==> config.mk <==
export PLATFORM = sky130hd
export DESIGN_NAME = lgn_infer_ctrl
export DESIGN_NICKNAME = d
export VERILOG_FILES = /design/src/rtl/lgn_pkg.sv /design/src/rtl/lgn_tx_seq.sv /design/src/rtl/lgn_infer_ctrl.sv
export SDC_FILE = /design/constraint.sdc
export NUM_CORES = 1
export LEC_CHECK = 0
export ABC_CLOCK_PERIOD_IN_PS = 4200
export BUFFER_PORTS_ARGS = -buffer_cell sky130_fd_sc_hd__buf_4
export CORE_ASPECT_RATIO = 0.5
export CORE_MARGIN = 2
export CORE_UTILIZATION = 45
export CTS_CLUSTER_SIZE = 24
export DETAILED_ROUTE_END_ITERATION = 8
export HOLD_SLACK_MARGIN = 0.02
export MAX_ROUTING_LAYER = met4
export PLACE_DENSITY = 0.68
export SLEW_MARGIN = 15
export SYNTH_ARGS = -nofsm -noshare
export SYNTH_HDL_FRONTEND = slang
export SYNTH_HIERARCHICAL = 1
export SYNTH_SLANG_ARGS = --single-unit
==> constraint.sdc <==
create_clock -name clk -period 4.2 [get_ports clk]
set_input_delay 0.21 -clock clk [delete_from_list [all_inputs] [get_ports clk]]
set_output_delay 0.21 -clock clk [all_outputs]
set_load 0.005 [all_outputs]
==> src/rtl/lgn_pkg.sv <==
// Shared types and helpers for the logic-gate-network inference controller.
package lgn_pkg;

  typedef enum logic [2:0] {
    ST_IDLE,
    ST_LOAD,
    ST_WAIT,
    ST_CAPTURE,
    ST_ARGMAX,
    ST_SEND,
    ST_TX_HI,
    ST_TX_LO
  } state_t;

  localparam logic [7:0] SYNC_BYTE = 8'hA5;

  // Counter width able to hold values 0..n-1, never narrower than one bit.
  function automatic int cnt_w(input int n);
    return (n <= 1) ? 1 : $clog2(n);
  endfunction

endpackage

==> src/rtl/lgn_tx_seq.sv <==
// One-byte handshake with the UART transmitter: waits for idle, pulses tx_send,
// then follows tx_active high and low before reporting done.
module lgn_tx_seq
  import lgn_pkg::*;
(
  input  logic       clk,
  input  logic       rst,
  input  logic       start_i,
  input  logic [7:0] byte_i,
  input  logic       tx_active_i,
  output logic [7:0] tx_data_o,
  output logic       tx_send_o,
  output logic       done_o
);

  state_t     state_q, state_d;
  logic       fire;
  logic [7:0] tx_data_q;
  logic       tx_send_q;

  always_ff @(posedge clk) begin
    if (rst) begin
      state_q <= ST_IDLE;
    end else begin
      state_q <= state_d;
    end
  end

  always_comb begin
    state_d = state_q;
    case (state_q)
      ST_IDLE:  if (start_i)      state_d = ST_SEND;
      ST_SEND:  if (!tx_active_i) state_d = ST_TX_HI;
      ST_TX_HI: if (tx_active_i)  state_d = ST_TX_LO;
      ST_TX_LO: if (!tx_active_i) state_d = ST_IDLE;
      default:                    state_d = ST_IDLE;
    endcase
  end

  always_comb begin
    fire   = (state_q == ST_SEND) && !tx_active_i;
    done_o = (state_q == ST_TX_LO) && !tx_active_i;
  end

  // tx_data only moves together with a request, so it stays put for the whole byte.
  always_ff @(posedge clk) begin
    if (rst) begin
      tx_data_q <= '0;
      tx_send_q <= 1'b0;
    end else begin
      tx_send_q <= fire;
      if (fire) begin
        tx_data_q <= byte_i;
      end
    end
  end

  assign tx_data_o = tx_data_q;
  assign tx_send_o = tx_send_q;

endmodule

==> src/rtl/lgn_infer_ctrl.sv <==
// Frames UART bytes into the network input, waits out network latency, scans the
// class scores for the argmax and streams scores plus argmax out through lgn_tx_seq.
module lgn_infer_ctrl #(
  parameter int         INPUT_BITS     = 400,
  parameter int         CLASSES        = 10,
  parameter int         BITS_PER_VALUE = 7,
  parameter int         NET_LATENCY    = 1,
  parameter int         TIMEOUT_CYCLES = 1000000,
  parameter logic [7:0] SYNC_BYTE      = lgn_pkg::SYNC_BYTE
) (
  input  logic                              clk,
  input  logic                              rst,
  input  logic [7:0]                        rx_data,
  input  logic                              rx_valid,
  output logic [7:0]                        tx_data,
  output logic                              tx_send,
  input  logic                              tx_active,
  output logic [INPUT_BITS-1:0]             net_x,
  input  logic [CLASSES*BITS_PER_VALUE-1:0] net_y,
  output logic                              busy,
  output logic [7:0]                        infer_count,
  output logic                              err_timeout
);

  import lgn_pkg::*;

  localparam int INPUT_BYTES = INPUT_BITS / 8;
  localparam int BW = cnt_w(INPUT_BYTES + 1);
  localparam int GW = cnt_w(TIMEOUT_CYCLES);
  localparam int LW = cnt_w(NET_LATENCY);
  localparam int IW = cnt_w(CLASSES + 1);

  localparam logic [BW-1:0] LAST_BYTE = BW'(INPUT_BYTES - 1);
  localparam logic [GW-1:0] GAP_MAX   = GW'(TIMEOUT_CYCLES - 1);
  localparam logic [LW-1:0] LAT_MAX   = LW'(NET_LATENCY - 1);
  localparam logic [IW-1:0] LAST_CLS  = IW'(CLASSES - 1);
  localparam logic [IW-1:0] N_CLS     = IW'(CLASSES);

  state_t                    state_q, state_d;
  logic [INPUT_BITS-1:0]     net_x_q;
  logic [BW-1:0]             byte_cnt_q;
  logic [GW-1:0]             gap_cnt_q;
  logic [LW-1:0]             lat_cnt_q;
  logic [BITS_PER_VALUE-1:0] score_q [CLASSES];
  logic [BITS_PER_VALUE-1:0] best_val_q;
  logic [BITS_PER_VALUE-1:0] scan_val;
  logic [IW-1:0]             best_idx_q, scan_idx_q, tx_idx_q;
  logic                      tx_start_q, tx_done;
  logic [7:0]                infer_cnt_q, tx_byte;
  logic                      err_q;
  logic                      sync_hit, last_byte, gap_expired, lat_done, scan_last, frame_sent;

  always_ff @(posedge clk) begin
    if (rst) begin
      state_q <= ST_IDLE;
    end else begin
      state_q <= state_d;
    end
  end

  // ST_SEND covers the whole per-byte handshake; its sub-phases live in lgn_tx_seq.
  always_comb begin
    state_d = state_q;
    case (state_q)
      ST_IDLE:    if (sync_hit) state_d = ST_LOAD;
      ST_LOAD: begin
        if (rx_valid) begin
          if (last_byte) state_d = ST_WAIT;
        end else if (gap_expired) begin
          state_d = ST_IDLE;
        end
      end
      ST_WAIT:    if (lat_done) state_d = ST_CAPTURE;
      ST_CAPTURE: state_d = (CLASSES == 1) ? ST_SEND : ST_ARGMAX;
      ST_ARGMAX:  if (scan_last) state_d = ST_SEND;
      ST_SEND:    if (frame_sent) state_d = ST_IDLE;
      default:    state_d = ST_IDLE;
    endcase
  end

  always_comb begin
    busy        = (state_q != ST_IDLE);
    sync_hit    = rx_valid && (rx_data == SYNC_BYTE);
    last_byte   = (byte_cnt_q == LAST_BYTE);
    gap_expired = (gap_cnt_q == GAP_MAX);
    lat_done    = (lat_cnt_q == LAT_MAX);
    scan_last   = (scan_idx_q == LAST_CLS);
    frame_sent  = tx_done && (tx_idx_q == N_CLS);
    scan_val    = score_q[0];
    tx_byte     = 8'(best_idx_q);
    for (int c = 0; c < CLASSES; c++) begin
      if (scan_idx_q == IW'(c)) scan_val = score_q[c];
      if (tx_idx_q == IW'(c))   tx_byte  = 8'(score_q[c]);
    end
  end

  always_ff @(posedge clk) begin
    if (rst) begin
      net_x_q     <= '0;
      byte_cnt_q  <= '0;
      gap_cnt_q   <= '0;
      lat_cnt_q   <= '0;
      for (int c = 0; c < CLASSES; c++) score_q[c] <= '0;
      best_val_q  <= '0;
      best_idx_q  <= '0;
      scan_idx_q  <= '0;
      tx_idx_q    <= '0;
      tx_start_q  <= 1'b0;
      infer_cnt_q <= '0;
      err_q       <= 1'b0;
    end else begin
      tx_start_q <= 1'b0;
      err_q      <= 1'b0;
      case (state_q)
        ST_IDLE: begin
          if (sync_hit) begin
            byte_cnt_q <= '0;
            gap_cnt_q  <= '0;
          end
        end
        ST_LOAD: begin
          if (rx_valid) begin
            for (int b = 0; b < INPUT_BYTES; b++) begin
              if (byte_cnt_q == BW'(b)) net_x_q[b*8 +: 8] <= rx_data;
            end
            byte_cnt_q <= byte_cnt_q + 1'b1;
            gap_cnt_q  <= '0;
            lat_cnt_q  <= '0;
          end else if (gap_expired) begin
            err_q <= 1'b1;
          end else begin
            gap_cnt_q <= gap_cnt_q + 1'b1;
          end
        end
        ST_WAIT: begin
          if (!lat_done) lat_cnt_q <= lat_cnt_q + 1'b1;
        end
        ST_CAPTURE: begin
          for (int c = 0; c < CLASSES; c++) begin
            score_q[c] <= net_y[c*BITS_PER_VALUE +: BITS_PER_VALUE];
          end
          best_idx_q <= '0;
          best_val_q <= net_y[BITS_PER_VALUE-1:0];
          scan_idx_q <= IW'(1);
          if (CLASSES == 1) begin
            tx_idx_q   <= '0;
            tx_start_q <= 1'b1;
          end
        end
        ST_ARGMAX: begin
          // Strict compare keeps the lowest index on ties.
          if (scan_val > best_val_q) begin
            best_val_q <= scan_val;
            best_idx_q <= scan_idx_q;
          end
          scan_idx_q <= scan_idx_q + 1'b1;
          if (scan_last) begin
            tx_idx_q   <= '0;
            tx_start_q <= 1'b1;
          end
        end
        ST_SEND: begin
          if (tx_done) begin
            if (tx_idx_q == N_CLS) begin
              infer_cnt_q <= infer_cnt_q + 1'b1;
            end else begin
              tx_idx_q   <= tx_idx_q + 1'b1;
              tx_start_q <= 1'b1;
            end
          end
        end
        default: ;
      endcase
    end
  end

  lgn_tx_seq u_tx_seq (
    .clk         (clk),
    .rst         (rst),
    .start_i     (tx_start_q),
    .byte_i      (tx_byte),
    .tx_active_i (tx_active),
    .tx_data_o   (tx_data),
    .tx_send_o   (tx_send),
    .done_o      (tx_done)
  );

  assign net_x       = net_x_q;
  assign infer_count = infer_cnt_q;
  assign err_timeout = err_q;

endmodule

==> summary.txt <==
Status
  • Status: completed

Placement
  • PortBufs: 500
  • Worst slack, placed: 0.358 ns
  • GPL Wtd Cong: 0.933
  • Detailed Place HPWL: 49.6 mm

Die
  • I/O pins: 501
  • Initial Util: 0.455
  • # rows: 57
  • Die area: 50900 sq um
  • Die Ht: 160 microns
  • Core ar.: 48400 sq um
  • Die width: 317 microns

Final layout
  • Final nets: 2988
  • Filler cells: 4235
  • Most common cell after layout, fill and taps aside: buf_4
  • Fraction of layout cells with a size suffix above 1: 0.224
  • Commonest cells after routing, fill and taps aside: buf_4, dfxtp_1, nor2_1, nand2_1, mux2i_1
  • Layout Utilization: 0.590
  • Area growth, synth to finish: 29.7%

STA
  • Relative slew slack: 0.243
  • Final setup margin: 0.386 ns
  • Setup violators final: 0
  • Minimum clock period: 3.81 ns
  • Final Hold Fails: 0
  • RSZ-0062 raised after global routing: no
  • Max Slew Vio Count: 0
  • Setup_tns: 0 ns
  • Fin crit share: 0.908
  • Worst-margin pin slew: 1.13 ns
  • Fmax achieved: 0.262 GHz
  • Clock skew: 0.0290 ns

Detailed routing
  • DRT antenna net count: 0
  • Iter 0 DRT Violations: 1756
  • Avg WL per Cell: 20.8 microns
  • Drt first pass iters: 5
  • Vias: 19425
  • DR DRC count: 0
  • Avg Vias per Cell: 5.43
  • Total Wirelength: 74.3 mm

Yosys
  • Synth warn: 6
  • Mapped Nets: 2516
  • Top cells by area, synth: dfxtp_1, mux2i_1, edfxtp_1, nor2_1, a21oi_1
  • Post-synth EDFFs: 70
  • Synth Instances: 2413
  • Leading area contributor after synthesis: dfxtp_1
  • Synth top area share: 0.427
  • Register area share after synthesis: 0.522
  • Most used DFF post-synth: dfxtp_1
  • Netlist cell types: 67
  • Syn avg cell area: 9.13 sq um
  • Netlist Area Pre-Place: 22000 sq um
  • FFs w/ async S/R, synth: 0
  • FF+latch count, synth: 540

Clocking
  • Root Buffer: clkbuf_16
  • Cts bufs inserted: 49
  • Worst-path clk slew: 0.07 ns
  • TritonCTS clock tree: done
  • H-tree Lvls: 2
  • # Post-CTS Setup Buffers: 0
  • Sink Count: 540
  • Later-pin clock latency in the skew report: 0.61 ns
  • Maximum clock insertion buffer count: 3

GRT
  • Number of global-route vias before repair: 18133
  • Global-route usage over all layers: 0.288
  • First-pass GRT wire length: 110 mm
  • Initial antenna violation count: 1
  • Gr ovfl total: 0
  • Largest net degree at the start of global routing: 179

Critical path
  • Worst path required time: 4.71 ns
  • Worst r2r src: scan_idx_q[1]
  • R2r endpoint: best_val_q[6]
  • Reg2Reg Setup Slack: 0.39 ns
  • Worst setup EP type: register
  • Worst Path Max Fanout: 17
  • Slowest cell delay on critical path: 0.52 ns
  • Critical path arrival: 4.32 ns
  • Critical Path Start Type: register
  • Reg2Reg Depth: 13
  • Setup CP Type: reg -> reg
  • Slowest CP cell: or4_1
  • Setup crit start: scan_idx_q[1]
  • CP cell instances: inv_1 -> ha_1 -> nor4b_1 -> o21a_1 -> or4_1 -> a32oi_1 -> ha_1 -> a21o_1 -> a21oi_1 -> nand3_1 -> a21oi_2 -> a21oi_1 -> a221oi_1

Min path
  • Worst Min Path Start: rst
  • Hold crit path type: in -> reg
  • Hold Crit Endpoint: net_x[108]
  • Hold path depth: 2

Power and ir drop
  • Power Total: 10.3 mW
  • Power Density: 360 nW/um^2
  • VDD IR max: 341 uV
  • Leak pwr: 11.5 nW

Run
  • Max_cap viols: 0
==> power breakdown <==
part | internal, mW | switching, mW | total [mW]
registers | 5.25 | 0.0347 | 5.28
logic | 0.145 | 0.278 | 0.423
clock network | 2.52 | 2.06 | 4.58
total | 7.92 | 2.37 | 10.3
==> logic make-up (layout without fill, tap and decap cells) <==
logic type | after synthesis | in the layout | share of synthesized area
AND/OR/NAND/NOR | 862 | 862 | 0.177
flip-flops | 540 | 540 | 0.522
AO/OA/AOI/OAI | 505 | 505 | 0.130
multiplexers | 244 | 244 | 0.111
buffers and inverters | 213 | 725 | 0.0369
XOR/XNOR | 27 | 27 | 0.0107
adder cells (fa/ha/maj) | 21 | 21 | 0.0119
other | 1 | 2 | 0.000170
==> routing by layer <==
| metal | share of wire | global-route usage | up-vias |
|---|---|---|---|
| li1 | - | - | 9232 |
| met1 | 0.41 | 0.354 | 9358 |
| met3 | 0.057 | 0.0491 | 169 |
| met5 | 0 | - | - |
| met4 | 0.045 | 0.123 | 0 |
| met2 | 0.48 | 0.468 | 666 |
==> worst max-delay path: cells and delay by family (launching register included) <==
family | cells | cell delay, ns
compound gates | 7 | 1.55
fa+ha+maj | 2 | 0.71
simple gates | 3 | 0.90
buf+inv | 1 | 0.10
flops | 1 | 0.46
==> sequential cells by signal, indices dropped and copies added (netlist names), 4 cells and up <==
| signal | cells |
|---|---|
| best_idx_q | 4 |
| best_val_q | 7 |
| byte_cnt_q | 6 |
| gap_cnt_q | 20 |
| infer_count | 8 |
| net_x | 400 |
| scan_idx_q | 4 |
| score_q | 70 |
| tx_idx_q | 4 |
| u_tx_seq/tx_data_o | 8 |
==> timing repair <==
item | CTS | global route
hold buffers | 72 | 0
endpoints found under the hold margin | 83 | 0
setup endpoints to repair | 0 | 1
gates resized for setup | 0 | 2
==> cell usage after synthesis, types with 5 or more instances <==
| cell type | instances |
|---|---|
| nand4_1 | 8 |
| nor4_1 | 16 |
| dfxtp_1 | 470 |
| clkbuf_1 | 149 |
| o2bb2ai_1 | 5 |
| xor2_1 | 10 |
| nor2_2 | 18 |
| o31ai_1 | 8 |
| o221ai_1 | 12 |
| and3_1 | 8 |
| o21ai_0 | 188 |
| o21a_1 | 6 |
| nor3b_1 | 5 |
| xnor2_1 | 17 |
| a311oi_1 | 9 |
| buf_2 | 11 |
| a21oi_1 | 204 |
| edfxtp_1 | 70 |
| nand3_1 | 34 |
| nor4b_1 | 7 |
| nand3b_1 | 7 |
| nor2_1 | 353 |
| nand2_1 | 267 |
| nor2b_1 | 7 |
| a32oi_1 | 6 |
| nor3_1 | 18 |
| nand2b_1 | 8 |
| inv_1 | 22 |
| a221oi_1 | 10 |
| a22oi_1 | 20 |
| mux2i_1 | 243 |
| buf_1 | 30 |
| or4_1 | 6 |
| ha_1 | 21 |
| and2_1 | 74 |
| o22ai_1 | 8 |
==> stage by stage <==
step	hold slack [ns]	instances	instance area, sq um
floorplan	0.279	2413	22000
global placement	0.447	3411	26200
detailed placement	0.450	3411	26200
CTS	0.0970	3574	28600
global route	0.121	3575	28600
finish	0.107	3575	28600
==> worst max-delay path by stage <==
stage,slack (ns),to
floorplan,0.95,best_val_q[5]
global placement,0.47,best_val_q[6]
detailed placement,0.36,best_val_q[6]
CTS,0.36,best_val_q[6]
global route,0.06,best_val_q[6]
finish,0.39,best_val_q[6]
==> area by class of cell <==
| type | instances | area, sq um | area share |
|---|---|---|---|
| Antenna cell | 1 | 2.50 | 0.0000875 |
| Multi-Input combinational cell | 1660 | 9730 | 0.341 |
| Inverter | 23 | 86.3 | 0.00302 |
| Tap cell | 649 | 812 | 0.0284 |
| Clock inverter | 12 | 143 | 0.00499 |
| Sequential cell | 540 | 11500 | 0.403 |
| Timing Repair Buffer | 611 | 4800 | 0.168 |
| Clock buffer | 79 | 1500 | 0.0524 |
(Power assumes the default switching activity.)
